File: src/rtl/perip_clken_sched.sv
// Periodic single-cycle clock-enable strobes (period div+1 PCLK cycles) for dualtimer ch1/ch2 and watchdog.
// Strobes are flops; config writes land on the sampling edge with no wait states and no backpressure.

module perip_clken_chan #(
  parameter int DIVW = 16
) (
  input  logic            PCLK,
  input  logic            PRESETn,
  input  logic            div_wr,
  input  logic [DIVW-1:0] div_wdata,
  input  logic            ctrl_wr,
  input  logic            ctrl_bit,
  input  logic            restart,
  output logic [DIVW-1:0] div,
  output logic            en,
  output logic            clken
);

  typedef enum logic {
    IDLE = 1'b0,
    RUN  = 1'b1
  } state_t;

  state_t          state;
  logic [DIVW-1:0] cnt;

  assign en = (state == RUN);

  always_ff @(posedge PCLK or negedge PRESETn) begin
    if (!PRESETn) begin
      state <= IDLE;
      div   <= '0;
      cnt   <= '0;
      clken <= 1'b0;
    end else begin
      // The reload below samples the pre-write div, so a new divisor waits for the next reload.
      if (div_wr) begin
        div <= div_wdata;
      end
      case (state)
        IDLE: begin
          clken <= 1'b0;
          if (ctrl_wr && ctrl_bit) begin
            state <= RUN;
            cnt   <= div;
          end
        end
        RUN: begin
          if (ctrl_wr && !ctrl_bit) begin
            state <= IDLE;
            clken <= 1'b0;
          end else if (restart) begin
            cnt   <= div;
            clken <= 1'b0;
          end else if (cnt == '0) begin
            clken <= 1'b1;
            cnt   <= div;
          end else begin
            clken <= 1'b0;
            cnt   <= cnt - DIVW'(1);
          end
        end
        default: begin
          state <= IDLE;
          clken <= 1'b0;
        end
      endcase
    end
  end

endmodule

module perip_clken_sched #(
  parameter int DIVW = 16
) (
  input  logic            PCLK,
  input  logic            PRESETn,
  input  logic            cfg_wr,
  input  logic [2:0]      cfg_addr,
  input  logic [DIVW-1:0] cfg_wdata,
  output logic [DIVW-1:0] cfg_rdata,
  output logic            dualtimer_clken1,
  output logic            dualtimer_clken2,
  output logic            watchdog_clken
);

  localparam logic [2:0] ADDR_CTRL    = 3'd3;
  localparam logic [2:0] ADDR_RESTART = 3'd4;

  logic [DIVW-1:0] div [3];
  logic [2:0]      en;
  logic [2:0]      clken;
  logic            ctrl_wr;
  logic            restart_wr;

  assign ctrl_wr    = cfg_wr && (cfg_addr == ADDR_CTRL);
  assign restart_wr = cfg_wr && (cfg_addr == ADDR_RESTART);

  for (genvar g = 0; g < 3; g++) begin : g_chan
    perip_clken_chan #(
      .DIVW (DIVW)
    ) u_chan (
      .PCLK      (PCLK),
      .PRESETn   (PRESETn),
      .div_wr    (cfg_wr && (cfg_addr == 3'(g))),
      .div_wdata (cfg_wdata),
      .ctrl_wr   (ctrl_wr),
      .ctrl_bit  (cfg_wdata[g]),
      .restart   (restart_wr && cfg_wdata[g]),
      .div       (div[g]),
      .en        (en[g]),
      .clken     (clken[g])
    );
  end

  assign dualtimer_clken1 = clken[0];
  assign dualtimer_clken2 = clken[1];
  assign watchdog_clken   = clken[2];

  always_comb begin
    cfg_rdata = '0;
    case (cfg_addr)
      3'd0:      cfg_rdata = div[0];
      3'd1:      cfg_rdata = div[1];
      3'd2:      cfg_rdata = div[2];
      ADDR_CTRL: cfg_rdata[2:0] = en;
      default:   cfg_rdata = '0;
    endcase
  end

endmodule

File: config.mk
export PLATFORM = sky130hd
export DESIGN_NAME = perip_clken_sched
export DESIGN_NICKNAME = d
export VERILOG_FILES = /design/src/rtl/perip_clken_sched.sv
export SDC_FILE = /design/constraint.sdc
export NUM_CORES = 1
export LEC_CHECK = 0
export ABC_AREA = 1
export CAP_MARGIN = 20
export CORE_MARGIN = 2
export CORE_UTILIZATION = 60
export CTS_BUF_LIST = sky130_fd_sc_hd__clkbuf_8
export DETAILED_ROUTE_END_ITERATION = 12
export PLACE_DENSITY = 0.81
export SYNTH_ARGS = -nofsm -noshare
export SYNTH_HDL_FRONTEND = slang
export SYNTH_SLANG_ARGS = --single-unit
File: constraint.sdc
create_clock -name PCLK -period 2.1 [get_ports PCLK]
set_input_delay 0.42 -clock PCLK [delete_from_list [all_inputs] [get_ports PCLK]]
set_output_delay 0.42 -clock PCLK [all_outputs]
set_load 0.005 [all_outputs]
==> flow_summary.ini, run 1 <==
[logic_synthesis]
synth_area_leaders = dfrtp_1, nand2_1, inv_1, nand3_1, o21ai_0
ys_warn_count = 0
synth_cell_types = 35
synth_top_area_frac = 0.418
synth.avg_cell_area_sq_um = 7.26
syn_area_sq_um = 6100
yosys.cell_count.top_type = nand2_1
yosysSeqAreaShare = 0.418
ys_ff_latch = 102
syn-num-nets = 869
synthTopCellsByCount = nand2_1, dfrtp_1, inv_1
synth_top_cell_by_area = dfrtp_1
ys_async_sr_fraction = 1.00
yosys_most_used_dff = dfrtp_1
synthesis.instances = 841
synth_edf_count = 0

[sta]
fin_crit_ns = 2.08
hold_viol_final = 0
worst_pin_slew_ns = 0.380
fmax_mhz = 480
max-slew-margin-rel = 0.746
rsz0062_at_grt = true
fin_skew_ns = 0.0123
whs_ns = 0.451
finalMaxSlewViolations = 0
setup_viol = 0
finalCritPeriodShare = 0.992
setup_ws_ns = 0.0177

[floorplan]
placementRows = 36
die_width_microns = 105
initial_utilization = 0.622
die-area_sq_um = 11000
core_sq_um = 9820
ioPinCount = 41
die_y_microns = 105

[placed_design]
io_buffers = 40
pre_cts_slack_ns = -0.565
hpwl_microns = 12200
placedCellCount = 1026
placed_area_sq_um = 6910
place.gp.congestion = 0.947

[global_routing]
antenna_found_initial = 0
gr-usage-all-layers = 0.302
grt_max_degree = 46
grt.overflow.total = 0
grt_pass1_vias = 5476
grt_pass1_wl_microns = 26400

[clock_tree]
cts-root-buf = clkbuf_8
post-cts-setup-buffers = 0
cts_tree = done
clk_latency_ns = 0.38
cts_buffer_depth = 2
numCtsBuffers = 9
clkTransAtPathRegs_ns = 0.10
cts_sinks = 102
h-tree-depth = 3

[routing]
drt_iter0_drc = 572
wirelength_microns = 16000
num_vias = 5751
ant_nets = 0
drcViolationCount = 0
vias_per_cell = 5.51
routedWlPerCell_microns = 15.3
dr.pass1.iters = 5

[finish]
fin_cells = 1043
finalNetCount = 933
syn2layout_area_growth_pct = 16.7
layout-drive-gt1-share = 0.127
final_area_sq_um = 7120
antenna_cells = 0

[critical_path]
max_stage_delay_ns = 0.28
crit_arrival_ns = 1.66
path_common_cell = dlygate4sd2_1
critPathLaunchType = primary input
worstPathRequired_ns = 1.68
critical_path_class = in2out
crit_path_max_fanout = 3
critPathSlowestCell = dlygate4sd2_1
critPathCaptureType = output port
path_cells = dlygate4sd2_1 -> inv_2 -> nor2_4 -> buf_4 -> nand2_4 -> inv_1 -> a22oi_2 -> o221ai_1 -> dlygate4sd2_1

[power_and_ir_drop]
design_power_total_mw = 8.08
p_leak_nw = 3.67
powerDensity_nw_per_um2 = 1130
peakVddDrop_v = 0.000714

[flow_run]
maxCapViolations = 0

[min_path]
hold_class = in2async

[outcome]
status = finished clean
==> metal layers <==
layer  vias up  part of all wire  GRT usage
met2       273              0.46      0.481
met3        43             0.077     0.0667
li1       2770                 -          -
met5         -                 0          0
met4         0             0.030      0.113
met1      2665              0.43      0.408
==> where the power goes <==
| group | internal (mW) | switching (mW) | leakage (nW) |
|---|---|---|---|
| Clock | 0.483 | 0.738 | 0.0992 |
| Combinational | 1.37 | 2.16 | 2.30 |
| Sequential | 2.60 | 0.716 | 1.27 |
| Total | 4.46 | 3.62 | 3.67 |
==> through the flow <==
| stage | util | TNS (ns) |
|---|---|---|
| floorplan | - | 0 |
| global placement | 0.704 | -11.88 |
| detailed placement | 0.704 | -14.64 |
| CTS | 0.723 | -0.00157 |
| global route | 0.725 | -0.0249 |
| finish | 0.725 | 0 |
==> sequential cells by signal, summed over array words and instances (netlist names) <==
name,flops
g_chan.u_chan.clken,3
g_chan.u_chan.en,3
g_chan.u_chan.cnt,48
g_chan.u_chan.div,48
==> worst max-delay path: cells and delay by family <==
kind                   cells  cell delay, ns
buffers and inverters      5            0.88
AOI/OAI and AO/OA          2            0.28
and+or+nand+nor            2            0.09
==> cell families after synthesis <==
| logic type | after synthesis | synth area share |
|---|---|---|
| AND/OR/NAND/NOR | 465 | 0.333 |
| buffers and inverters | 140 | 0.105 |
| flip-flops | 102 | 0.418 |
| AO/OA/AOI/OAI | 111 | 0.108 |
| adder cells (fa/ha/maj) | 6 | 0.0123 |
| XOR/XNOR | 17 | 0.0244 |
==> placed cells by master (no fill, tap or decap), drive strengths merged <==
master         count
a211oi             1
clkbuf            10
clkdlybuf4s15      3
nor2              80
nor3               2
or2                1
dfrtp            102
clkinv             4
xor2               8
clkdlybuf4s50     20
nor3b              2
nand4              7
dlygate4sd2       16
ha                 6
nand3             64
nand2            306
xnor2              9
buf               40
a22oi              3
o21ai             75
nand3b             3
o221ai            16
dlygate4sd3        1
a21oi             16
inv              115
==> area by class of cell <==
class                           instances  area, sq um
Fill cell                             818         2700
Clock buffer                           10          138
Inverter                              113          424
Tap cell                              133          166
Sequential cell                       102         2550
Timing Repair Buffer                   80          843
Multi-Input combinational cell        599         2950
Clock inverter                          6         51.3
==> repair_timing <==
item | 4_1_cts | 5_1_grt
hold buffers | 1 | 0
resized for setup | 23 | 7
hold endpoints to repair | 14 | 0
endpoints found under the setup margin | 16 | 6
pin swaps | 0 | 0
==> worst paths after layout <==
check	depth (start not counted)	slack, ns	from	endpoint
max	9	0.02	cfg_addr[1]	cfg_rdata[1]
min	2	0.45	PRESETn	g_chan[1].u_chan.cnt[0]
min reg2reg	2	0.50	g_chan[1].u_chan.div[5]	g_chan[1].u_chan.div[5]
max in group asynchronous	3	1.13	PRESETn	g_chan[2].u_chan.cnt[6]
max reg2reg	9	0.30	g_chan[0].u_chan.cnt[0]	g_chan[0].u_chan.cnt[4]
min in group PCLK	2	0.50	g_chan[1].u_chan.div[5]	g_chan[1].u_chan.div[5]
Power figures use the tool's default switching activity.
==> run 2: changes to the inputs <==
--- a/config.mk
+++ b/config.mk
@@ -11,7 +11,8 @@
 export CORE_UTILIZATION = 60
 export CTS_BUF_LIST = sky130_fd_sc_hd__clkbuf_8
 export DETAILED_ROUTE_END_ITERATION = 12
-export PLACE_DENSITY = 0.81
+export DONT_BUFFER_PORTS = 1
+export PLACE_DENSITY = 0.76
 export SYNTH_ARGS = -nofsm -noshare
 export SYNTH_HDL_FRONTEND = slang
 export SYNTH_SLANG_ARGS = --single-unit
==> run 2 against run 1 <==
  * The flow now finishes with violations (hold timing)
  * Sequential cell count is the same
  * Largest cell class unchanged
  * Clock-buffer cell count is 1 higher
  * Cell area shrank 11%
==> flow_summary.ini, run 2 (same netlist as run 1, synthesis figures left out) <==
[outcome]
status = finished with violations
failed_checks = hold timing

[min_path]
hold_class = in2async

[flow_run]
maxCapViolations = 0

[clock_tree]
clkTransAtPathRegs_ns = 0.10
cts_tree = done
clk_latency_ns = 0.38
post-cts-setup-buffers = 0
h-tree-depth = 3
cts_sinks = 102
numCtsBuffers = 9
cts-root-buf = clkbuf_8
cts_buffer_depth = 2

[global_routing]
grt.overflow.total = 0
antenna_found_initial = 0
gr-usage-all-layers = 0.290
grt_max_degree = 103
grt_pass1_wl_microns = 25600
grt_pass1_vias = 5145

[routing]
drcViolationCount = 0
drt_iter0_drc = 487
dr.pass1.iters = 5
wirelength_microns = 15200
ant_nets = 0
vias_per_cell = 5.55
num_vias = 5404
routedWlPerCell_microns = 15.7

[finish]
multi_input_area_sq_um = 2920
register_area_sq_um = 2550
finalNetCount = 863
antenna_cells = 0
final_cell_mix = nand2_1, inv_1, dfrtp_1
layout_commonest_cell = nand2_1
final_util = 0.646
layout-drive-gt1-share = 0.0917
largestRegisters = g_chan.u_chan.cnt x48, g_chan.u_chan.div x48
syn2layout_area_growth_pct = 3.98
fin_cells = 973
fillerInstances = 914
final_area_sq_um = 6350

[placed_design]
io_buffers = 0
placed_area_sq_um = 6130
place.gp.congestion = 0.937
hpwl_microns = 11200
placedCellCount = 957

[critical_path]
path_cells = nor2_2 -> nand2_1 -> buf_4 -> o221ai_1
critPathLaunchType = primary input
critical_path_class = in2out
cp_num_buf_inv = 1
worstPathRequired_ns = 1.68
path_delay_family = simple AND/OR/NAND/NOR gates
crit_path_max_fanout = 10
critPathSlowestCell = o221ai_1
crit_arrival_ns = 1.43
max_stage_delay_ns = 0.33
critPathCaptureType = output port

[floorplan]
die-area_sq_um = 11000
die_width_microns = 105
placementRows = 36
die_y_microns = 105
initial_utilization = 0.622
ioPinCount = 41
core_sq_um = 9820

[power_and_ir_drop]
powerDensity_nw_per_um2 = 1230
peakVddDrop_v = 0.000693
design_power_total_mw = 7.82
p_leak_nw = 3.26

[sta]
hold_viol_final = 102
finalMaxSlewViolations = 0
setup_viol = 0
whs_ns = -0.276
finalCritPeriodShare = 0.881
fin_crit_ns = 1.85
max-slew-margin-rel = 0.641
worst_pin_slew_ns = 0.539
rsz0062_at_grt = false
fin_skew_ns = 0.0149
fmax_mhz = 540
setup_tns_ns = 0
==> run 2: cell count changes in the layout (fill, tap and decap cells not counted), moves of 13 or more <==
cell / change
dlygate4sd2_1: -16
buf_4: -17
buf_12: -13
clkdlybuf4s50_1: -20
==> run 2: path summary, 6_finish.rpt <==
path                            slack, ns  depth (start not counted)                        to                     start
worst max-delay path                 0.25                          4              cfg_rdata[6]               cfg_addr[0]
worst min-delay path                -0.28                          0   g_chan[1].u_chan.div[3]                   PRESETn
worst max register to register       0.31                          8   g_chan[1].u_chan.cnt[4]  g_chan[1].u_chan.cnt[10]
worst min register to register       0.49                          2  g_chan[0].u_chan.div[15]  g_chan[0].u_chan.div[15]
max in group asynchronous            2.20                          0  g_chan[0].u_chan.cnt[15]                   PRESETn
min in group PCLK                    0.22                          2   g_chan[1].u_chan.div[7]              cfg_wdata[7]
==> run 2: power breakdown <==
part,switching (mW),internal [mW],leakage [nW]
Sequential,0.703,2.60,1.27
Clock,0.707,0.617,0.107
Combinational,2.05,1.14,1.88
Total,3.46,4.36,3.26
==> run 2: stage by stage <==
stage / worst slack, ns / hold slack, ns
after floorplan: 0.581 / 0.124
after global placement: 0.341 / 0.126
after detailed placement: 0.281 / 0.126
after CTS: 0.236 / -0.280
after global routing: 0.151 / -0.281
final: 0.249 / -0.276
==> run 2: per-layer routing <==
metal	wire length, microns	up-vias	global-route usage
met5	0	-	0
met4	280	0	0.0790
met3	1170	29	0.0536
met2	6970	228	0.447
met1	6800	2508	0.422
li1	-	2639	-
==> run 2: cell type report <==
class	instances	share of cell area
multi-input combinational	599	0.460
sequential	102	0.402
inverter	113	0.0668
tap	133	0.0262
clock buffer	11	0.0239
timing repair buffer	10	0.0118
clock inverter	5	0.00926
==> run 2: timing repair <==
action / CTS / global route
gates resized for setup: 0 / 1
hold endpoints to repair: 102 / 102
endpoints found under the setup margin: 0 / 2
